**config.mk**
```make
export PLATFORM = sky130hd
export DESIGN_NAME = div_unit_flat
export DESIGN_NICKNAME = d
export VERILOG_FILES = /design/src/rtl/div_unit_if.sv /design/src/rtl/div_unit.sv /design/src/flat_wrapper.sv
export SDC_FILE = /design/constraint.sdc
export NUM_CORES = 1
export LEC_CHECK = 0
export CAP_MARGIN = 20
export CORE_ASPECT_RATIO = 0.6
export CORE_MARGIN = 4
export CORE_UTILIZATION = 55
export CTS_CLUSTER_DIAMETER = 200
export DETAILED_ROUTE_END_ITERATION = 10
export PLACE_DENSITY_LB_ADDON = 0.12
export SETUP_SLACK_MARGIN = 0.5
export SLEW_MARGIN = 30
export SYNTH_ARGS = -nofsm -noshare
export SYNTH_HDL_FRONTEND = slang
export SYNTH_SLANG_ARGS = --single-unit
```
**constraint.sdc**
```tcl
create_clock -name clk -period 5.9 [get_ports clk]
set_input_delay 1.18 -clock clk [delete_from_list [all_inputs] [get_ports clk]]
set_output_delay 1.18 -clock clk [all_outputs]
set_load 0.01 [all_outputs]
```
**src/rtl/div_unit_if.sv**
```systemverilog
// ----------------------------------------------------------------------------
// div_unit_if -- EX-stage <-> divide unit signal bundle.
//
// Signal names keep the divider's point of view: *_i are driven by the
// pipeline (EX / ctrl) into the divider, *_o are driven by the divider.
//   start_i     : EX requests a divide this cycle
//   op_i        : 00 DIV, 01 DIVU, 10 REM, 11 REMU
//   dividend_i  : rs1 value
//   divisor_i   : rs2 value
//   rd_addr_i   : destination register
//   jump_en_i   : pipeline flush from ctrl, cancels an in-flight divide
//   hold_req_o  : stall request towards ctrl
//   busy_o      : divider is in CALC or END
//   ready_o     : one-cycle result-valid strobe
//   we_o        : register-file write enable (same as ready_o)
//   result_o    : quotient or remainder, zero when ready_o is low
//   rd_addr_o   : captured destination register, zero when ready_o is low
//
// Modports: master = pipeline side, slave = divide unit.
// ----------------------------------------------------------------------------
interface div_unit_if;
  logic        start_i;
  logic [1:0]  op_i;
  logic [31:0] dividend_i;
  logic [31:0] divisor_i;
  logic [4:0]  rd_addr_i;
  logic        jump_en_i;
  logic        hold_req_o;
  logic        busy_o;
  logic        ready_o;
  logic        we_o;
  logic [31:0] result_o;
  logic [4:0]  rd_addr_o;

  modport master (
    output start_i, op_i, dividend_i, divisor_i, rd_addr_i, jump_en_i,
    input  hold_req_o, busy_o, ready_o, we_o, result_o, rd_addr_o
  );

  modport slave (
    input  start_i, op_i, dividend_i, divisor_i, rd_addr_i, jump_en_i,
    output hold_req_o, busy_o, ready_o, we_o, result_o, rd_addr_o
  );
endinterface

```
**src/rtl/div_unit.sv**
```systemverilog
// ----------------------------------------------------------------------------
// div_unit -- multi-cycle 32-bit restoring divider for DIV/DIVU/REM/REMU.
//
// Ports:
//   clk  : rising-edge clock
//   rst  : synchronous, active-low reset
//   bus  : div_unit_if.slave (request, flush, stall and writeback signals)
//
// A divide accepted in IDLE runs 32 restoring steps in CALC (one bit per
// cycle) on operand magnitudes, then presents the sign-corrected result for
// one cycle in END. Divide-by-zero and signed overflow skip CALC and go
// straight to END with their architected results. A flush during CALC
// cancels the operation; once in END the instruction is committed and the
// writeback strobe is always produced.
// ----------------------------------------------------------------------------
module div_unit (
  input  logic       clk,
  input  logic       rst,
  div_unit_if.slave  bus
);

  localparam logic [1:0] ST_IDLE = 2'b00;
  localparam logic [1:0] ST_CALC = 2'b01;
  localparam logic [1:0] ST_END  = 2'b10;

  localparam logic [4:0]  LAST_STEP = 5'd31;
  localparam logic [31:0] INT_MIN   = 32'h8000_0000;

  function automatic logic [31:0] abs32(input logic [31:0] v);
    return v[31] ? -v : v;
  endfunction

  logic [1:0]  state_q,     state_d;
  logic [4:0]  step_q,      step_d;
  logic [1:0]  op_q,        op_d;
  logic [4:0]  rd_q,        rd_d;
  logic [31:0] dvd_q,       dvd_d;       // dividend magnitude, shifted out MSB first
  logic [31:0] dvs_q,       dvs_d;       // divisor magnitude
  logic [31:0] quot_q,      quot_d;
  logic [32:0] rem_q,       rem_d;       // partial remainder, bit 32 is the borrow
  logic        neg_quot_q,  neg_quot_d;
  logic        neg_rem_q,   neg_rem_d;
  logic [31:0] result_q,    result_d;

  // One restoring step, evaluated every cycle and only committed in CALC.
  logic [32:0] rem_shift;
  logic [32:0] rem_diff;
  logic        quot_bit;
  logic [32:0] rem_step;
  logic [31:0] quot_step;
  logic [31:0] quot_fix;
  logic [31:0] rem_fix;

  assign rem_shift = {rem_q[31:0], dvd_q[31]};
  assign rem_diff  = rem_shift - {1'b0, dvs_q};
  assign quot_bit  = ~rem_diff[32];
  assign rem_step  = quot_bit ? rem_diff : rem_shift;
  assign quot_step = {quot_q[30:0], quot_bit};
  // Quotient sign follows the XOR of operand signs, remainder follows the dividend.
  assign quot_fix  = neg_quot_q ? -quot_step : quot_step;
  assign rem_fix   = neg_rem_q ? -rem_step[31:0] : rem_step[31:0];

  logic        is_signed;
  logic        accept;

  assign is_signed = ~bus.op_i[0];
  assign accept    = (state_q == ST_IDLE) && bus.start_i && !bus.jump_en_i;

  always_comb begin
    // NOTE: every next-state signal starts from its current value so that no
    // branch below can leave one unassigned and infer a latch.
    state_d    = state_q;
    step_d     = step_q;
    op_d       = op_q;
    rd_d       = rd_q;
    dvd_d      = dvd_q;
    dvs_d      = dvs_q;
    quot_d     = quot_q;
    rem_d      = rem_q;
    neg_quot_d = neg_quot_q;
    neg_rem_d  = neg_rem_q;
    result_d   = result_q;

    case (state_q)
      ST_IDLE: begin
        if (accept) begin
          op_d       = bus.op_i;
          rd_d       = bus.rd_addr_i;
          dvd_d      = is_signed ? abs32(bus.dividend_i) : bus.dividend_i;
          dvs_d      = is_signed ? abs32(bus.divisor_i)  : bus.divisor_i;
          quot_d     = '0;
          rem_d      = '0;
          step_d     = '0;
          neg_quot_d = is_signed & (bus.dividend_i[31] ^ bus.divisor_i[31]);
          neg_rem_d  = is_signed & bus.dividend_i[31];
          if (bus.divisor_i == '0) begin
            // Divide by zero: quotient all ones, remainder is the raw dividend.
            state_d  = ST_END;
            result_d = bus.op_i[1] ? bus.dividend_i : '1;
          end else if (is_signed && bus.dividend_i == INT_MIN && bus.divisor_i == '1) begin
            // Signed overflow: quotient wraps to INT_MIN, remainder zero.
            state_d  = ST_END;
            result_d = bus.op_i[1] ? '0 : INT_MIN;
          end else begin
            state_d  = ST_CALC;
          end
        end
      end

      ST_CALC: begin
        if (bus.jump_en_i) begin
          state_d = ST_IDLE;
        end else begin
          dvd_d  = {dvd_q[30:0], 1'b0};
          rem_d  = rem_step;
          quot_d = quot_step;
          step_d = step_q + 5'd1;
          if (step_q == LAST_STEP) begin
            state_d  = ST_END;
            result_d = op_q[1] ? rem_fix : quot_fix;
          end
        end
      end

      // A flush arriving here is ignored: the instruction has committed.
      ST_END:  state_d = ST_IDLE;

      default: state_d = ST_IDLE;
    endcase
  end

  always_ff @(posedge clk) begin
    // NOTE: state registers use non-blocking assignments so every flop samples
    // the pre-edge values, independent of statement order.
    if (!rst) begin
      state_q    <= ST_IDLE;
      step_q     <= '0;
      op_q       <= '0;
      rd_q       <= '0;
      dvd_q      <= '0;
      dvs_q      <= '0;
      quot_q     <= '0;
      rem_q      <= '0;
      neg_quot_q <= 1'b0;
      neg_rem_q  <= 1'b0;
      result_q   <= '0;
    end else begin
      state_q    <= state_d;
      step_q     <= step_d;
      op_q       <= op_d;
      rd_q       <= rd_d;
      dvd_q      <= dvd_d;
      dvs_q      <= dvs_d;
      quot_q     <= quot_d;
      rem_q      <= rem_d;
      neg_quot_q <= neg_quot_d;
      neg_rem_q  <= neg_rem_d;
      result_q   <= result_d;
    end
  end

  // Outputs are forced low while reset is held so the pipeline never sees a
  // stall or writeback from a unit that is being reset.
  logic ready;

  assign ready          = rst && (state_q == ST_END);
  assign bus.hold_req_o = rst && (accept || (state_q == ST_CALC));
  assign bus.busy_o     = rst && ((state_q == ST_CALC) || (state_q == ST_END));
  assign bus.ready_o    = ready;
  assign bus.we_o       = ready;
  assign bus.result_o   = ready ? result_q : '0;
  assign bus.rd_addr_o  = ready ? rd_q : '0;

endmodule

```
**src/flat_wrapper.sv**
```systemverilog
// flat-port wrapper written by rule: the top's interface ports become plain ports
module div_unit_flat 
  (clk, rst, bus_start_i, bus_op_i, bus_dividend_i, bus_divisor_i, bus_rd_addr_i, bus_jump_en_i, bus_hold_req_o, bus_busy_o, bus_ready_o, bus_we_o, bus_result_o, bus_rd_addr_o);
  div_unit_if bus_i ();
  input  logic clk;
  input  logic rst;
  input wire logic [$bits(bus_i.start_i)-1:0] bus_start_i;
  input wire logic [$bits(bus_i.op_i)-1:0] bus_op_i;
  input wire logic [$bits(bus_i.dividend_i)-1:0] bus_dividend_i;
  input wire logic [$bits(bus_i.divisor_i)-1:0] bus_divisor_i;
  input wire logic [$bits(bus_i.rd_addr_i)-1:0] bus_rd_addr_i;
  input wire logic [$bits(bus_i.jump_en_i)-1:0] bus_jump_en_i;
  output wire logic [$bits(bus_i.hold_req_o)-1:0] bus_hold_req_o;
  output wire logic [$bits(bus_i.busy_o)-1:0] bus_busy_o;
  output wire logic [$bits(bus_i.ready_o)-1:0] bus_ready_o;
  output wire logic [$bits(bus_i.we_o)-1:0] bus_we_o;
  output wire logic [$bits(bus_i.result_o)-1:0] bus_result_o;
  output wire logic [$bits(bus_i.rd_addr_o)-1:0] bus_rd_addr_o;
  assign bus_i.start_i = bus_start_i;
  assign bus_i.op_i = bus_op_i;
  assign bus_i.dividend_i = bus_dividend_i;
  assign bus_i.divisor_i = bus_divisor_i;
  assign bus_i.rd_addr_i = bus_rd_addr_i;
  assign bus_i.jump_en_i = bus_jump_en_i;
  assign bus_hold_req_o = bus_i.hold_req_o;
  assign bus_busy_o = bus_i.busy_o;
  assign bus_ready_o = bus_i.ready_o;
  assign bus_we_o = bus_i.we_o;
  assign bus_result_o = bus_i.result_o;
  assign bus_rd_addr_o = bus_i.rd_addr_o;
  div_unit u_core (.clk(clk), .rst(rst), .bus(bus_i));
endmodule
```
Word-level counts from Yosys, hierarchy flattened
Cells that the tools add are included.
W data, S select, Z words.
{"block": "word_totals", "regBits": 175, "inputBits": 75, "output_inout_bits": 41, "word_cells": 85}
{"block": "classes", "addsub": 6, "eq_ne": 10, "muxes": 36, "n_bitwise": 5, "n_reduce_logical": 17}
{"operator": "$mux W32", "count": 20}
{"operator": "$pmux W32 S2", "count": 3}
{"operator": "$neg A32 Y32", "count": 4}
{"operator": "$eq A32 B32 Y1 const B", "count": 2}
{"operator": "$mux W31", "count": 2}
{"operator": "$pmux W31 S2", "count": 1}
{"operator": "$sub A33 B32 Y33", "count": 1}
{"operator": "$logic_not A32 Y1", "count": 1}
{"operator": "$mux W5", "count": 3}
{"operator": "$mux W2", "count": 5}
{"operator": "$pmux W5 S2", "count": 1}
{"operator": "$logic_and A1 B1 Y1", "count": 7}
{"operator": "$add A5 B1 Y5 const B", "count": 1}
{"operator": "$eq A5 B5 Y1 const B", "count": 1}
{"operator": "$reduce_and A5 Y1", "count": 1}
{"operator": "$ne A2 B1 Y1 const B", "count": 2}
{"operator": "$pmux W2 S2", "count": 1}
{"operator": "$reduce_and A2 Y1", "count": 2}
{"operator": "$ne A3 B2 Y1 const B", "count": 1}
{"operator": "$ne A3 B3 Y1 const B", "count": 1}
{"operator": "$reduce_and A3 Y1", "count": 1}
{"operator": "$and A1 B1 Y1", "count": 2}
{"operator": "$eq A2 B1 Y1 const B", "count": 1}
{"operator": "$eq A2 B2 Y1 const B", "count": 1}
{"operator": "7 further kinds", "count": 9}

Depth between registers and ports, before layout
{"block": "depth", "word_depth": 8, "depth_mapped": 26, "ltp_nobuf": 24}

Worst setup path after synthesis
OpenSTA, ideal clock, no wires.
{"block": "synth_path", "path_kind": "flip-flop to flip-flop", "start": "register u_core.dvd_q[31]", "end": "register u_core.result_q[28]", "arrival_time_ps": 5191, "required_time_ps": 5830, "path_slack_ps": 638, "path_stages_with_launch": 26, "n_path_buf": 2, "synth_period_minus_slack_ps": 5262, "path_cell_list": "dfxtp_1 -> inv_1 -> ha_1 -> fa_1 -> and2b_2 -> o2111ai_4 -> a211oi_4 -> nor2_2 -> a211oi_2 -> o21a_2 -> nor2_2 -> inv_2 -> clkbuf_1 -> buf_1 -> ha_1 -> nand2b_1 -> nand2b_1 -> nand2b_1 -> or3_1 -> nand2b_1 -> or2_2 -> o41ai_1 -> xor2_1 -> o211ai_1 -> o21ai_0 -> a21oi_1"}
{"block": "synth_between", "elab_chain_len": 8, "word_cells_on_any_way": 11}
{"item": "start, declared", "line": "div_unit.sv:37", "rtl": "logic [31:0] dvd_q, dvd_d;"}
{"item": "start signal, assigned", "line": "div_unit.sv:152", "rtl": "dvd_q <= dvd_d;"}
{"item": "$sub A33 B32 Y33", "line": "div_unit.sv:55", "rtl": "assign rem_diff = rem_shift - {1'b0, dvs_q};"}
{"item": "$mux W32 / $not A1 Y1 (equally long branches)", "line": "div_unit.sv:57, div_unit.sv:56"}
{"item": "$neg A32 Y32, on equally long branches", "line": "div_unit.sv:61, div_unit.sv:60"}
{"item": "$mux W32, on equally long branches", "line": "div_unit.sv:61, div_unit.sv:60"}
{"item": "$mux W32 *", "line": "div_unit.sv:120", "rtl": "result_d = op_q[1] ? rem_fix : quot_fix;"}
{"item": "$mux W32 *", "line": "div_unit.sv:118", "rtl": "if (step_q == LAST_STEP) begin"}
{"item": "$mux W32 *", "line": "div_unit.sv:111", "rtl": "if (bus.jump_en_i) begin"}
{"item": "$pmux W32 S2 *", "line": "div_unit.sv:84", "rtl": "case (state_q)"}
{"item": "end signal, assigned", "line": "div_unit.sv:158", "rtl": "result_q <= result_d;"}
{"item": "end, declared", "line": "div_unit.sv:43", "rtl": "logic [31:0] result_q, result_d;"}
Every way passes the cells marked *; elsewhere a longest branch is shown, timed or not. The select of a mux whose other input is x is not followed.
A chain may end at the register's enable or synchronous reset.

Worst setup path in the final report
{"block": "layout_path", "start": "register u_core.dvd_q[31]", "end": "register u_core.result_q[26]"}
The elaborated chain is that of the path after synthesis.

==> results.sh <==
export IMPL_design_final_nets=1928
export IMPL_grt_max_degree=78
export IMPL_cts_htree_levels=4
export IMPL_synth_seq_area_share_pct=27.1
export IMPL_rsz0062_at_grt="false"
export IMPL_critical_path_slowest_cell="fa_1"
export IMPL_layout_commonest_cell="nor2_1"
export IMPL_drt_first_pass_iters=8
export IMPL_endpoint_kind="register"
export IMPL_maxClockFrequency_ghz=0.195
export IMPL_die_outline_height_um=126
export IMPL_grt_pass1_wl_um=68800
export IMPL_run_status="complete, no violations"
export IMPL_synthesis_nets=1887
export IMPL_ant_nets=0
export IMPL_fin_tns_setup_ns=0
export IMPL_critical_path_most_common_cell="nand2b_1"
export IMPL_drc=0
export IMPL_synth_area_per_cell_sq_um=7.27
export IMPL_vias=13900
export IMPL_final_cell_mix="nor2_1, nand2_1, dfxtp_1"
export IMPL_post_drt_via_cell_ratio=6.49
export IMPL_timing_final_hold_violations=0
export IMPL_crit_path_start_kind="register"
export IMPL_finalWorstPathRequiredPeriod_ns=5.12
export IMPL_critical_path_max_stage_delay_ns=0.40
export IMPL_vdd_drop_max_mv=0.270
export IMPL_final_period_utilization_pct=86.8
export IMPL_io_pins=116
export IMPL_postSynthCellCount=1769
export IMPL_critPathArrivalTime_ns=5.50
export IMPL_first_iter_violations=2104
export IMPL_cp_top_family="simple AND/OR/NAND/NOR gates"
export IMPL_async_reset_ff_share_pct=0
export IMPL_area_growth_pct=15.4
export IMPL_cap_violations=0
export IMPL_library_cells_used_by_synthesis=80
export IMPL_synth_enable_flop_cells=0
export IMPL_routabilityCongestion=0.945
export IMPL_dpl_hpwl_um=32300
export IMPL_grt_util_all_layers_pct=32.9
export IMPL_path_buf_inv=2
export IMPL_critical_path_cell_chain="inv_1 > ha_1 > fa_1 > and2b_2 > o2111ai_4 > a211oi_4 > nor2_2 > a211oi_4 > o21a_2 > nor2_4 > clkinv_4 > ha_1 > nand2b_1 > nand2b_2 > nand2b_1 > or3_4 > nand2b_1 > or2_2 > o21ai_1 > xnor2_1 > nor2_1 > a31oi_1 > o311ai_0 > o22ai_1"
export IMPL_antenna_cells=0
export IMPL_die_w_um=205
export IMPL_report_final_slew_viol_count=0
export IMPL_num_rows=43
export IMPL_share_of_post_route_cells_with_drive_strength_above_1_pct=6.14
export IMPL_post_route_cell_area_sq_mm=0.0148
export IMPL_cts_root_to_sink_buffers=2
export IMPL_worst_slew_pin_transition_ns=0.999
export IMPL_mappedNetlistArea_sq_mm=0.0129
export IMPL_synth_yosys_warnings=0
export IMPL_netlist_top_cell_by_area="dfxtp_1"
export IMPL_number_of_register_bits_inferred_by_synthesis=174
export IMPL_final_setup_viol_count=0
export IMPL_synth_top_area_share_pct=27.1
export IMPL_grt_antenna_before_repair=0
export IMPL_synthTopCellsByArea="dfxtp_1, o21ai_0, nor2_1"
export IMPL_placement_cell_area_sq_mm=0.0141
export IMPL_worst_slew_margin_relative_to_its_limit_pct=33.3
export IMPL_tritoncts_num_buffers=17
export IMPL_total_leakage_power_nw=5.52
export IMPL_setup_worst_path_class="reg2reg"
export IMPL_worstSkewPairLatency_ns=0.46
export IMPL_crit_required_ns=6.28
export IMPL_dominantRegCellSynth="dfxtp_1"
export IMPL_power_total_w=0.00486
export IMPL_clk_pin_slew_worst_paths_ns=0.07
export IMPL_tritoncts="done"
export IMPL_cts_num_sinks=174
export IMPL_power_per_cell_area_mw_per_mm2=327
export IMPL_placeableCoreArea_sq_mm=0.0230
export IMPL_hold_class="reg2reg"
export IMPL_globalRouteOverflowTotal=0
export IMPL_cts_root_buffer_cell="clkbuf_16"
export IMPL_avgRoutedWirePerCell_um=20.6
export IMPL_clock_skew_ns=0.0153
export IMPL_sum_of_routed_wire_length_over_all_layers_um=44000
export IMPL_design_die_area_sq_mm=0.0260
export IMPL_placement_io_buffers=115
export IMPL_first_global_vias=12300
export IMPL_crit_path_max_fanout=12
export IMPL_initial_utilization_pct=55.8
[final timing paths]
check	endpoint	cells after the start	startpoint	slack, ns
worst max-delay path	u_core.result_q[26]	24	u_core.dvd_q[31]	0.78
worst min-delay path	u_core.rd_q[2]	2	u_core.rd_q[2]	0.45
worst max register to register	u_core.result_q[26]	24	u_core.dvd_q[31]	0.78
worst min register to register	u_core.rd_q[2]	2	u_core.rd_q[2]	0.45
[sequential cells by signal, summed over array words and instances (netlist names)]
signal	cells
u_core.dvd_q	32
u_core.quot_q	31
u_core.dvs_q	32
u_core.rem_q	32
u_core.neg_quot_q	1
u_core.step_q	5
u_core.neg_rem_q	1
u_core.rd_q	5
u_core.state_q	2
u_core.result_q	32
u_core.op_q	1
[metrics by stage]
stage               util, %  cells  hold WS [ns]  worst slack (ns)
floorplan                 -   1769         0.432             0.638
global placement       61.3   2098         0.439             0.639
detailed placement     61.4   2099         0.447             0.421
CTS                    64.0   2131         0.457             0.543
global route           64.4   2138         0.478             0.514
finish                 64.4   2138         0.455             0.780
[cell families (layout without fill, tap and decap cells)]
| family | after synthesis | after routing | synth area share (%) |
|---|---|---|---|
| and+or+nand+nor | 659 | 659 | 24.4 |
| AOI/OAI and AO/OA | 551 | 551 | 27.6 |
| buffers and inverters | 185 | 239 | 5.55 |
| DFF | 174 | 174 | 27.1 |
| xor gates and xnor gates | 130 | 130 | 8.85 |
| adders and majority gates | 43 | 43 | 4.24 |
| muxes | 27 | 27 | 2.26 |
[power breakdown]
part	leakage (nW)	switching, W	internal, W
clock	0.273	0.000545	0.000628
sequential	1.41	0.0000874	0.00131
combinational	3.84	0.00149	0.000794
total	5.52	0.00212	0.00274
[synthesized netlist by cell type, types with 5 or more instances]
cell	instances
a22oi_1	49
a21oi_1	142
or3_1	25
nand2_1	181
buf_1	8
o21ai_0	151
nand3b_1	5
o21ai_1	5
o211ai_1	17
ha_1	42
a31oi_1	22
a211oi_1	32
nand3_1	29
mux2i_1	17
buf_2	6
xor2_1	61
clkbuf_1	106
and3_1	52
a311oi_1	9
xnor2_1	69
a221oi_1	6
and2_1	18
a222oi_1	13
nor3_1	49
o221ai_1	6
nor4_1	20
nand4_1	21
o31ai_1	19
nor2_1	197
a21o_1	12
nor2b_1	7
o41ai_1	14
o22ai_1	8
nand2b_1	27
or4_1	7
inv_1	60
dfxtp_1	174
mux2_2	8
[routing by layer]
metal  vias up  wire length, um  track usage [%]
met5         -                0                0
met4         0              505             6.30
met3        51             5250             8.76
met2       807            17500             44.8
met1      6521            20700             51.7
li1       6494                -                -
[layout make-up]
class	instances	area (sq um)
multi-input combinational	1410	8740
clock inverter	15	160
tap	315	394
timing repair buffer	145	1390
clock buffer	17	425
fill	2137	8190
sequential	174	3480
inverter	62	240
[worst reg2reg max path: stages, from the launching register on]
cell and delay, ns:
dfxtp_2 0.36, inv_1 0.05, ha_1 0.21, fa_1 0.40
and2b_2 0.27, o2111ai_4 0.17, a211oi_4 0.35, nor2_2 0.12
a211oi_4 0.29, o21a_2 0.20, nor2_4 0.06, clkinv_4 0.11
ha_1 0.17, nand2b_1 0.08, nand2b_2 0.23, nand2b_1 0.20
or3_4 0.40, nand2b_1 0.21, or2_2 0.36, o21ai_1 0.16
xnor2_1 0.14, nor2_1 0.06, a31oi_1 0.15, o311ai_0 0.15
o22ai_1 0.14
[what timing repair did]
action / in CTS / in global routing
resized for setup: 2 / 12
setup endpoints to repair: 3 / 7
setup buffers: 0 / 7
pin swaps: 0 / 6
hold buffers: 0 / 0
(Power assumes the default switching activity.)
